## src/rtl/seg7_capture_if.sv

```systemverilog
// seg7_capture_if: bundles the seven-segment capture signals.
// master drives the raw display lines and err_clr; slave is the capture block.
interface seg7_capture_if;
  logic [6:0] seg_in;
  logic       dig_sel;
  logic       err_clr;
  logic [3:0] bcd_ones;
  logic [3:0] bcd_tens;
  logic       valid;
  logic       upd;
  logic       err;

  modport master (
    output seg_in, dig_sel, err_clr,
    input  bcd_ones, bcd_tens, valid, upd, err
  );

  modport slave (
    input  seg_in, dig_sel, err_clr,
    output bcd_ones, bcd_tens, valid, upd, err
  );
endinterface

```

## src/rtl/seg7_capture.sv

```systemverilog
// seg7_capture: samples an asynchronous seven-segment display bus, waits for
// a pattern to hold STABLE_CYCLES synchronized cycles, then decodes it into
// the ones or tens BCD digit selected by dig_sel.
// Optional feature macro SEG7_CAP_BLANK_EN: when defined, the all-off pattern
// 0x00 is a legal "blank" digit committed as 4'hF; otherwise it is an error.
module seg7_capture #(
  parameter int STABLE_CYCLES = 4
) (
  input  logic          clk,
  input  logic          rst_n,
  seg7_capture_if.slave bus
);

  localparam logic [7:0] STABLE_N = 8'(STABLE_CYCLES);

  typedef enum logic [1:0] {
    ST_WAIT   = 2'd0,
    ST_SETTLE = 2'd1,
    ST_COMMIT = 2'd2
  } state_t;

  state_t     r_state, w_state_nxt;
  logic [1:0] r_rst_sync;
  logic [6:0] r_seg_s1, r_seg_s2;
  logic       r_dig_s1, r_dig_s2;
  logic [7:0] r_cnt, w_cnt_nxt;
  logic [7:0] r_cand, w_cand_nxt;   // pair being qualified: {dig_sel, seg_in}
  logic [7:0] r_last;               // last committed pair
  logic [3:0] r_ones, r_tens;
  logic       r_ones_seen, r_tens_seen;
  logic       r_valid, r_upd, r_err;
  logic       w_commit;
  logic [7:0] w_sample;
  logic [4:0] w_dec;
  logic       w_ok;
  logic [3:0] w_digit;
  logic       w_wr_ones, w_wr_tens;

  // Returns {legal, digit}; legal=0 for any pattern outside the table.
  function automatic logic [4:0] decode(input logic [6:0] seg);
    case (seg)
      7'h3F:   decode = {1'b1, 4'd0};
      7'h06:   decode = {1'b1, 4'd1};
      7'h5B:   decode = {1'b1, 4'd2};
      7'h4F:   decode = {1'b1, 4'd3};
      7'h66:   decode = {1'b1, 4'd4};
      7'h6D:   decode = {1'b1, 4'd5};
      7'h7D:   decode = {1'b1, 4'd6};
      7'h07:   decode = {1'b1, 4'd7};
      7'h7F:   decode = {1'b1, 4'd8};
      7'h67:   decode = {1'b1, 4'd9};
      7'h6F:   decode = {1'b1, 4'd9};
`ifdef SEG7_CAP_BLANK_EN
      7'h00:   decode = {1'b1, 4'hF};
`else
      7'h00:   decode = {1'b0, 4'h0};
`endif
      default: decode = {1'b0, 4'h0};
    endcase
  endfunction

  assign w_sample  = {r_dig_s2, r_seg_s2};
  assign w_dec     = decode(r_cand[6:0]);
  assign w_ok      = w_dec[4];
  assign w_digit   = w_dec[3:0];
  assign w_wr_ones = w_commit & w_ok & ~r_cand[7];
  assign w_wr_tens = w_commit & w_ok &  r_cand[7];

  // Reset release is brought into the clock domain before the FSM may leave WAIT.
  always_ff @(posedge clk or negedge rst_n) begin
    if (!rst_n) r_rst_sync <= 2'b00;
    else        r_rst_sync <= {r_rst_sync[0], 1'b1};
  end

  // Two-flop synchronizer on the asynchronous display lines.
  always_ff @(posedge clk or negedge rst_n) begin
    if (!rst_n) begin
      r_seg_s1 <= 7'h00;
      r_seg_s2 <= 7'h00;
      r_dig_s1 <= 1'b0;
      r_dig_s2 <= 1'b0;
    end else begin
      r_seg_s1 <= bus.seg_in;
      r_seg_s2 <= r_seg_s1;
      r_dig_s1 <= bus.dig_sel;
      r_dig_s2 <= r_dig_s1;
    end
  end

  // FSM state, stability counter and candidate pair registers.
  always_ff @(posedge clk or negedge rst_n) begin
    if (!rst_n) begin
      r_state <= ST_WAIT;
      r_cnt   <= 8'd0;
      r_cand  <= 8'h00;
    end else begin
      r_state <= w_state_nxt;
      r_cnt   <= w_cnt_nxt;
      r_cand  <= w_cand_nxt;
    end
  end

  // Next-state logic: any sample change restarts qualification at count 1.
  always_comb begin
    w_state_nxt = r_state;
    w_cnt_nxt   = r_cnt;
    w_cand_nxt  = r_cand;
    w_commit    = 1'b0;
    case (r_state)
      ST_WAIT: begin
        if (r_rst_sync[1] && (w_sample != r_last)) begin
          w_cand_nxt  = w_sample;
          w_cnt_nxt   = 8'd1;
          w_state_nxt = (STABLE_N == 8'd1) ? ST_COMMIT : ST_SETTLE;
        end
      end
      ST_SETTLE: begin
        if (w_sample != r_cand) begin
          w_cand_nxt  = w_sample;
          w_cnt_nxt   = 8'd1;
          w_state_nxt = (STABLE_N == 8'd1) ? ST_COMMIT : ST_SETTLE;
        end else begin
          w_cnt_nxt = 8'(r_cnt + 8'd1);
          if (8'(r_cnt + 8'd1) == STABLE_N) w_state_nxt = ST_COMMIT;
        end
      end
      ST_COMMIT: begin
        w_commit    = 1'b1;
        w_state_nxt = ST_WAIT;
      end
      default: w_state_nxt = ST_WAIT;
    endcase
  end

  // Commit: write the selected digit, flag changes, track validity and errors.
  always_ff @(posedge clk or negedge rst_n) begin
    if (!rst_n) begin
      r_last      <= 8'h00;
      r_ones      <= 4'd0;
      r_tens      <= 4'd0;
      r_ones_seen <= 1'b0;
      r_tens_seen <= 1'b0;
      r_valid     <= 1'b0;
      r_upd       <= 1'b0;
      r_err       <= 1'b0;
    end else begin
      r_upd <= 1'b0;
      if (w_commit) r_last <= r_cand;
      if (w_wr_ones) begin
        r_ones      <= w_digit;
        r_ones_seen <= 1'b1;
        r_upd       <= (w_digit != r_ones);
      end
      if (w_wr_tens) begin
        r_tens      <= w_digit;
        r_tens_seen <= 1'b1;
        r_upd       <= (w_digit != r_tens);
      end
      r_valid <= r_valid | ((r_ones_seen | w_wr_ones) & (r_tens_seen | w_wr_tens));
      if (w_commit && !w_ok) r_err <= 1'b1;
      else if (bus.err_clr)  r_err <= 1'b0;
    end
  end

  assign bus.bcd_ones = r_ones;
  assign bus.bcd_tens = r_tens;
  assign bus.valid    = r_valid;
  assign bus.upd      = r_upd;
  assign bus.err      = r_err;

endmodule

```

## src/flat_wrapper.sv

```systemverilog
// flat-port wrapper written by rule: the top's interface ports become plain ports
module seg7_capture_flat 
#(
  parameter int STABLE_CYCLES = 4
)
  (clk, rst_n, bus_seg_in, bus_dig_sel, bus_err_clr, bus_bcd_ones, bus_bcd_tens, bus_valid, bus_upd, bus_err);
  seg7_capture_if bus_i ();
  input  logic clk;
  input  logic rst_n;
  input wire logic [$bits(bus_i.seg_in)-1:0] bus_seg_in;
  input wire logic [$bits(bus_i.dig_sel)-1:0] bus_dig_sel;
  input wire logic [$bits(bus_i.err_clr)-1:0] bus_err_clr;
  output wire logic [$bits(bus_i.bcd_ones)-1:0] bus_bcd_ones;
  output wire logic [$bits(bus_i.bcd_tens)-1:0] bus_bcd_tens;
  output wire logic [$bits(bus_i.valid)-1:0] bus_valid;
  output wire logic [$bits(bus_i.upd)-1:0] bus_upd;
  output wire logic [$bits(bus_i.err)-1:0] bus_err;
  assign bus_i.seg_in = bus_seg_in;
  assign bus_i.dig_sel = bus_dig_sel;
  assign bus_i.err_clr = bus_err_clr;
  assign bus_bcd_ones = bus_i.bcd_ones;
  assign bus_bcd_tens = bus_i.bcd_tens;
  assign bus_valid = bus_i.valid;
  assign bus_upd = bus_i.upd;
  assign bus_err = bus_i.err;
  seg7_capture #(.STABLE_CYCLES(STABLE_CYCLES)) u_core (.clk(clk), .rst_n(rst_n), .bus(bus_i));
endmodule
```

## config.mk

```make
export PLATFORM = sky130hd
export DESIGN_NAME = seg7_capture_flat
export DESIGN_NICKNAME = d
export VERILOG_FILES = /design/src/rtl/seg7_capture_if.sv /design/src/rtl/seg7_capture.sv /design/src/flat_wrapper.sv
export SDC_FILE = /design/constraint.sdc
export NUM_CORES = 1
export LEC_CHECK = 0
export CORE_MARGIN = 2
export CORE_UTILIZATION = 53
export DETAILED_ROUTE_END_ITERATION = 8
export HOLD_SLACK_MARGIN = 0.12
export PLACE_DENSITY = 0.74
export SLEW_MARGIN = 5
export SYNTH_ARGS = -nofsm -noshare
export SYNTH_HDL_FRONTEND = slang
export SYNTH_SLANG_ARGS = --single-unit
```

## constraint.sdc

```tcl
create_clock -name clk -period 5.19 [get_ports clk]
set_clock_uncertainty 0.1 [all_clocks]
set_input_delay 1.557 -clock clk [delete_from_list [all_inputs] [get_ports clk]]
set_output_delay 1.557 -clock clk [all_outputs]
set_load 0.03 [all_outputs]
```

# --- After elaboration in Yosys (flattened, before gate mapping) ---
# Index checks and enable logic that the tools add are counted.
totals:
  regBits: 57
  inputBits: 11
  out_inout_bits: 11
  elab_cells: 72
op_classes:
  n_addsub: 1
  eq_ne: 21
  n_mux: 16
  n_bitwise: 8
  n_reduce_logical: 10
op_table:
  columns: ["op", "count"]
  rows:
  - ["== test 7 bit, second input constant", 8]
  - ["case mux 5 bit (10 select lines)", 1]
  - ["2-to-1 mux 8 bit", 4]
  - ["case mux 8 bit (2 select lines)", 2]
  - ["inequality test 8 bit", 2]
  - ["== test 7 x 3 -> 1 bit, second input constant", 2]
  - ["adder 8 x 1 -> 8 bit, second input constant", 1]
  - ["== test 8 x 3 -> 1 bit, second input constant", 1]
  - ["inequality test 4 bit", 2]
  - ["== test 7 x 6 -> 1 bit, second input constant", 1]
  - ["2-to-1 mux 2 bit", 3]
  - ["2-to-1 mux 1 bit", 5]
  - ["AND 1 bit", 4]
  - ["inequality test 2 x 1 -> 1 bit, second input constant", 2]
  - ["case mux 2 bit (2 select lines)", 1]
  - ["AND reduction 2 bit", 2]
  - ["nonzero test 2 bit", 2]
  - ["inequality test 3 x 1 -> 1 bit, second input constant", 1]
  - ["OR 1 bit", 3]
  - ["AND reduction 3 bit", 1]
  - ["== test 2 x 1 -> 1 bit, second input constant", 1]
  - ["== test 2 bit, second input constant", 1]
  - ["logical AND 1 bit", 2]
  - ["logical NOT 2 bit", 1]
  - ["other kinds (3)", 3]

# --- Longest topological paths before layout ---
depth:
  word_depth: 8
  depth_mapped: 7
  depth_no_buf: 6

# --- Worst setup path after synthesis ---
# OpenSTA, ideal clock, no wires.
synth_timing:
  path_kind: "reg-to-reg"
  start: "reg u_core.r_cand[5]"
  end: "reg u_core.r_ones[0] (netlist: u_core.bus.bcd_ones[0])"
  setup_ns: 0.125
  arrival_time_ns: 2.070
  required_time_ns: 4.965
  path_slack_ns: 2.895
  stages_incl_launch_ff: 7
  n_path_buf: 1
  period_less_slack_ns: 2.295
  cell_sequence: "dfrtp_1 buf_6 or3_1 or3_4 and3_4 a211oi_4 mux2_2"
synth_via:
  elab_chain_len: 5
  word_cells_on_any_way: 15
  cone_classes: "eq/ne (11); mux (1); bitwise (2); reduce/logical (1)"
synth_rtl:
  columns: ["item", "line_no", "text"]
  rows:
  - ["start: declaration", "seg7_capture.sv:27", "logic [7:0] r_cand, w_cand_nxt;"]
  - ["start signal: assignment", "seg7_capture.sv:99", "r_cand <= w_cand_nxt;"]
  - ["== test 7 bit", "seg7_capture.sv:41", "case (seg)"]
  - ["OR reduction 2 bit (no source line)", null, null]
  - ["case mux 5 bit (10 select lines) *", "seg7_capture.sv:41", null]
  - ["AND 1 bit (2 in series)", "seg7_capture.sv:66", "assign w_wr_ones = w_commit & w_ok & ~r_cand[7];"]
  - ["end signal: assignment", "seg7_capture.sv:150", "r_ones <= w_digit;"]
  - ["end: declaration", "seg7_capture.sv:29", "logic [3:0] r_ones, r_tens;"]
# Every way passes the cells marked *; elsewhere a longest branch is shown, timed or not.
# A chain may end at the register's enable or synchronous reset.

# --- Worst setup path after layout ---
layout_timing:
  start: "reg u_core.r_ones[2] (netlist: u_core.bus.bcd_ones[2])"
  end: "out bus_bcd_ones[2]"
layout_lines:
  columns: ["item", "line_no", "text"]
  rows:
  - ["end: declaration", "flat_wrapper.sv:13", "output wire logic [$bits(bus_i.bcd_ones)-1:0] bus_bcd_ones;"]
# No word-level cell between the ends.

==> key figures <==
Clocking
  – Clock Tree Root: clkbuf_8
  – H-tree depth: 3
  – TritonCTS clock tree: built
  – CTS sink cnt: 57
  – CTS buffer count: 9
  – CTS max path bufs: 2
  – Post-CTS Resized: 0
  – # Post-CTS Setup Buffers: 0
  – CTS Hold Bufs: 0
  – Clock transition at path regs: 0.06 ns
  – Worst-Skew Late Latency: 0.33 ns

STA
  – Final setup viols: 0
  – Slew Viols, Final: 0
  – Setup TNS Final: 0 ns
  – Final worst path period need: 3.07 ns
  – Worst Tran Pin Value: 0.705 ns
  – Worst setup slack after layout: 2.12 ns
  – Hold WS: 0.247 ns
  – RSZ-0062 raised after global routing: no
  – Slew margin rel.: 53.0%
  – Final hold violations: 0
  – Fin crit share: 59.2%
  – Fmax: 0.325 GHz

Min path
  – Hold Path Class: flip-flop to flip-flop

Synth
  – Synthesized area: 2550 µm²
  – Top cell type by total area after synthesis: dfrtp_1
  – Most used DFF post-synth: dfrtp_1
  – Synth Warn #: 0
  – Post-synth EDFFs: 0
  – Top-area cell type share of the netlist area: 55.8%
  – Cell variety after synth: 46
  – Synth top area cells: dfrtp_1 56%, mux2_2 9.3%, xnor2_1 4.8%
  – Synth Instances: 215
  – Syn avg cell area: 11.9 µm²
  – Syn nets: 227
  – Fraction of registers with async set/reset: 100%
  – Post-synthesis sequential area ratio: 55.8%
  – Number of synthesized register bits: 57

Die
  – Core Area: 4690 µm²
  – # IOs: 22
  – Die width: 73.4 µm
  – Initial Utilization: 54.5%
  – Row count: 25
  – Die area: 5390 µm²
  – Die Y: 73.4 µm

Power
  – Leak: 0.00134 µW
  – Worst VDD drop: 0.219 mV
  – Pwr dens: 309 nW/µm²

Run
  – Max_cap viols: 0

Final layout
  – Commonest cells after routing, fill and taps aside: 57 x dfrtp_1, 21 x mux2_2, 20 x clkdlybuf4s50_1, 14 x xnor2_1, 13 x o21ai_0
  – Layout area overhead: 16.9%
  – Share of cells above drive strength 1: 21.2%
  – # diodes: 0
  – Commonest non-fill, non-tap cell in the layout: dfrtp_1
  – Util after Layout: 63.7%
  – Nets: 252

Place
  – Port bufs: 21
  – Pre-CTS setup slack: 2.46 ns
  – GP Congestion: 0.807
  – Final HPWL DP: 2960 µm

Critical path
  – Worst path slowest cell: clkdlybuf4s50_1
  – Max incr delay on CP: 0.69 ns
  – Crit path arrival time: 1.42 ns
  – Worst EP required: 3.53 ns
  – Crit path cell chain: clkdlybuf4s50_1
  – CP endpoint kind: output port
  – Worst path buffer plus inverter count: 1
  – Critical path's top delay family: buffers and inverters
  – Critical Path Fanout Max: 5
  – WS Path Type: flip-flop to output port
  – Critical path launch point type: flip-flop

Global route
  – Met3 Track Usage GR: 6.17%
  – Initial antenna violation count: 0
  – Met1 Use GR: 26.9%
  – Vias in the first global route: 1632
  – Largest net degree at the start of global routing: 58
  – Grt total ovfl: 0
  – GRT Max-Usage Layer: met2
  – M2 GR Usage: 27.2%
  – Global-route usage over all layers: 19.2%
  – First-pass GRT wire length: 7580 µm

Routing
  – # DRC: 0
  – Drt pass-1 iters: 4
  – DR vias/cell: 5.55
  – Total number of vias: 1660
  – Post-DRT Antenna Nets: 0
  – Initial drt markers: 90
  – Drt wl/cell: 14.6 µm
  – Total Wirelength: 4370 µm

Run status
  – Status: finished, final reports clean
-- area by class of cell --
cell class,instances,area [µm²]
timing repair buffer,22,213
multi-input combinational,147,1070
fill,396,1710
sequential,57,1430
clock buffer,11,141
clock inverter,5,55.1
inverter,3,11.3
tap,54,67.6
-- cell usage after synthesis, drive strengths merged, types with 2 or more instances --
library cell  count
nand4             3
xor2              9
nor3              5
nand2b            4
nand3             9
buf               7
a211oi            2
o21ai            13
xnor2            14
or2               4
a21oi             3
nor2             12
dfrtp            57
nor2b             2
nor3b             2
or3               4
o31ai             2
a21o              3
mux2             21
inv               3
or4               2
nand3b            2
nand2            11
o311ai            2
and3              6
-- worst reg2reg max path, cell delays in order, from the launching register on --
cell and delay, ns:
dfrtp_1 0.53, or3_1 0.45, or3_4 0.40, and3_4 0.19, a211oi_4 0.38, mux2_2 0.38
-- power breakdown --
part	switching (µW)	internal, µW
Clock	170	233
Sequential	16.8	458
Combinational	21.9	23.8
-- cell families after synthesis --
| family | Yosys count | share of synthesized area, % |
|---|---|---|
| other | 1 | 0.147 |
| XOR/XNOR | 23 | 7.88 |
| adder cells (fa/ha/maj) | 2 | 0.881 |
| flip-flops | 57 | 55.8 |
| AND/OR/NAND/NOR | 71 | 15.8 |
| AO/OA/AOI/OAI | 28 | 7.59 |
| multiplexers | 22 | 9.65 |
| buffers and inverters | 11 | 2.20 |
-- through the flow --
step | power (µW) | area (µm²) | instances
floorplan | 507 | 2550 | 215
detailed placement | 529 | 2790 | 283
global placement | 527 | 2790 | 283
global route | 965 | 2990 | 299
CTS | 935 | 2990 | 299
finish | 923 | 2990 | 299
-- routing by layer --
| metal | vias to the layer above | part of all wire, % | routed length [µm] |
|---|---|---|---|
| met5 | - | 0 | 0 |
| li1 | 803 | - | - |
| met4 | 0 | 1.5 | 65 |
| met3 | 9 | 2.7 | 120 |
| met1 | 820 | 49 | 2150 |
| met2 | 28 | 47 | 2030 |
-- sequential cells by signal (all words and copies together), names as in the netlist, 2 cells and up --
name and cells:
u_core.r_seg_s1 7, u_core.bus.bcd_tens 4, u_core.bus.bcd_ones 4, u_core.r_state 2
u_core.r_cnt 8, u_core.r_rst_sync 2, u_core.r_last 8, u_core.r_cand 8
u_core.r_seg_s2 7
-- final timing paths --
check	start	to	slack, ns	cells after the start
hold reg to reg	u_core.r_seg_s1[2]	u_core.r_seg_s2[2]	0.25	0
min in group asynchronous	rst_n	u_core.r_seg_s2[6]	1.25	2
max in group asynchronous	rst_n	u_core.r_dig_s2	3.26	2
setup / recovery	u_core.bus.bcd_ones[2]	bus_bcd_ones[2]	2.12	1
setup reg to reg	u_core.r_cand[3]	u_core.bus.bcd_ones[2]	2.65	5
hold / removal	u_core.r_seg_s1[2]	u_core.r_seg_s2[2]	0.25	0
Note: power is estimated with default switching activity, not from simulation.
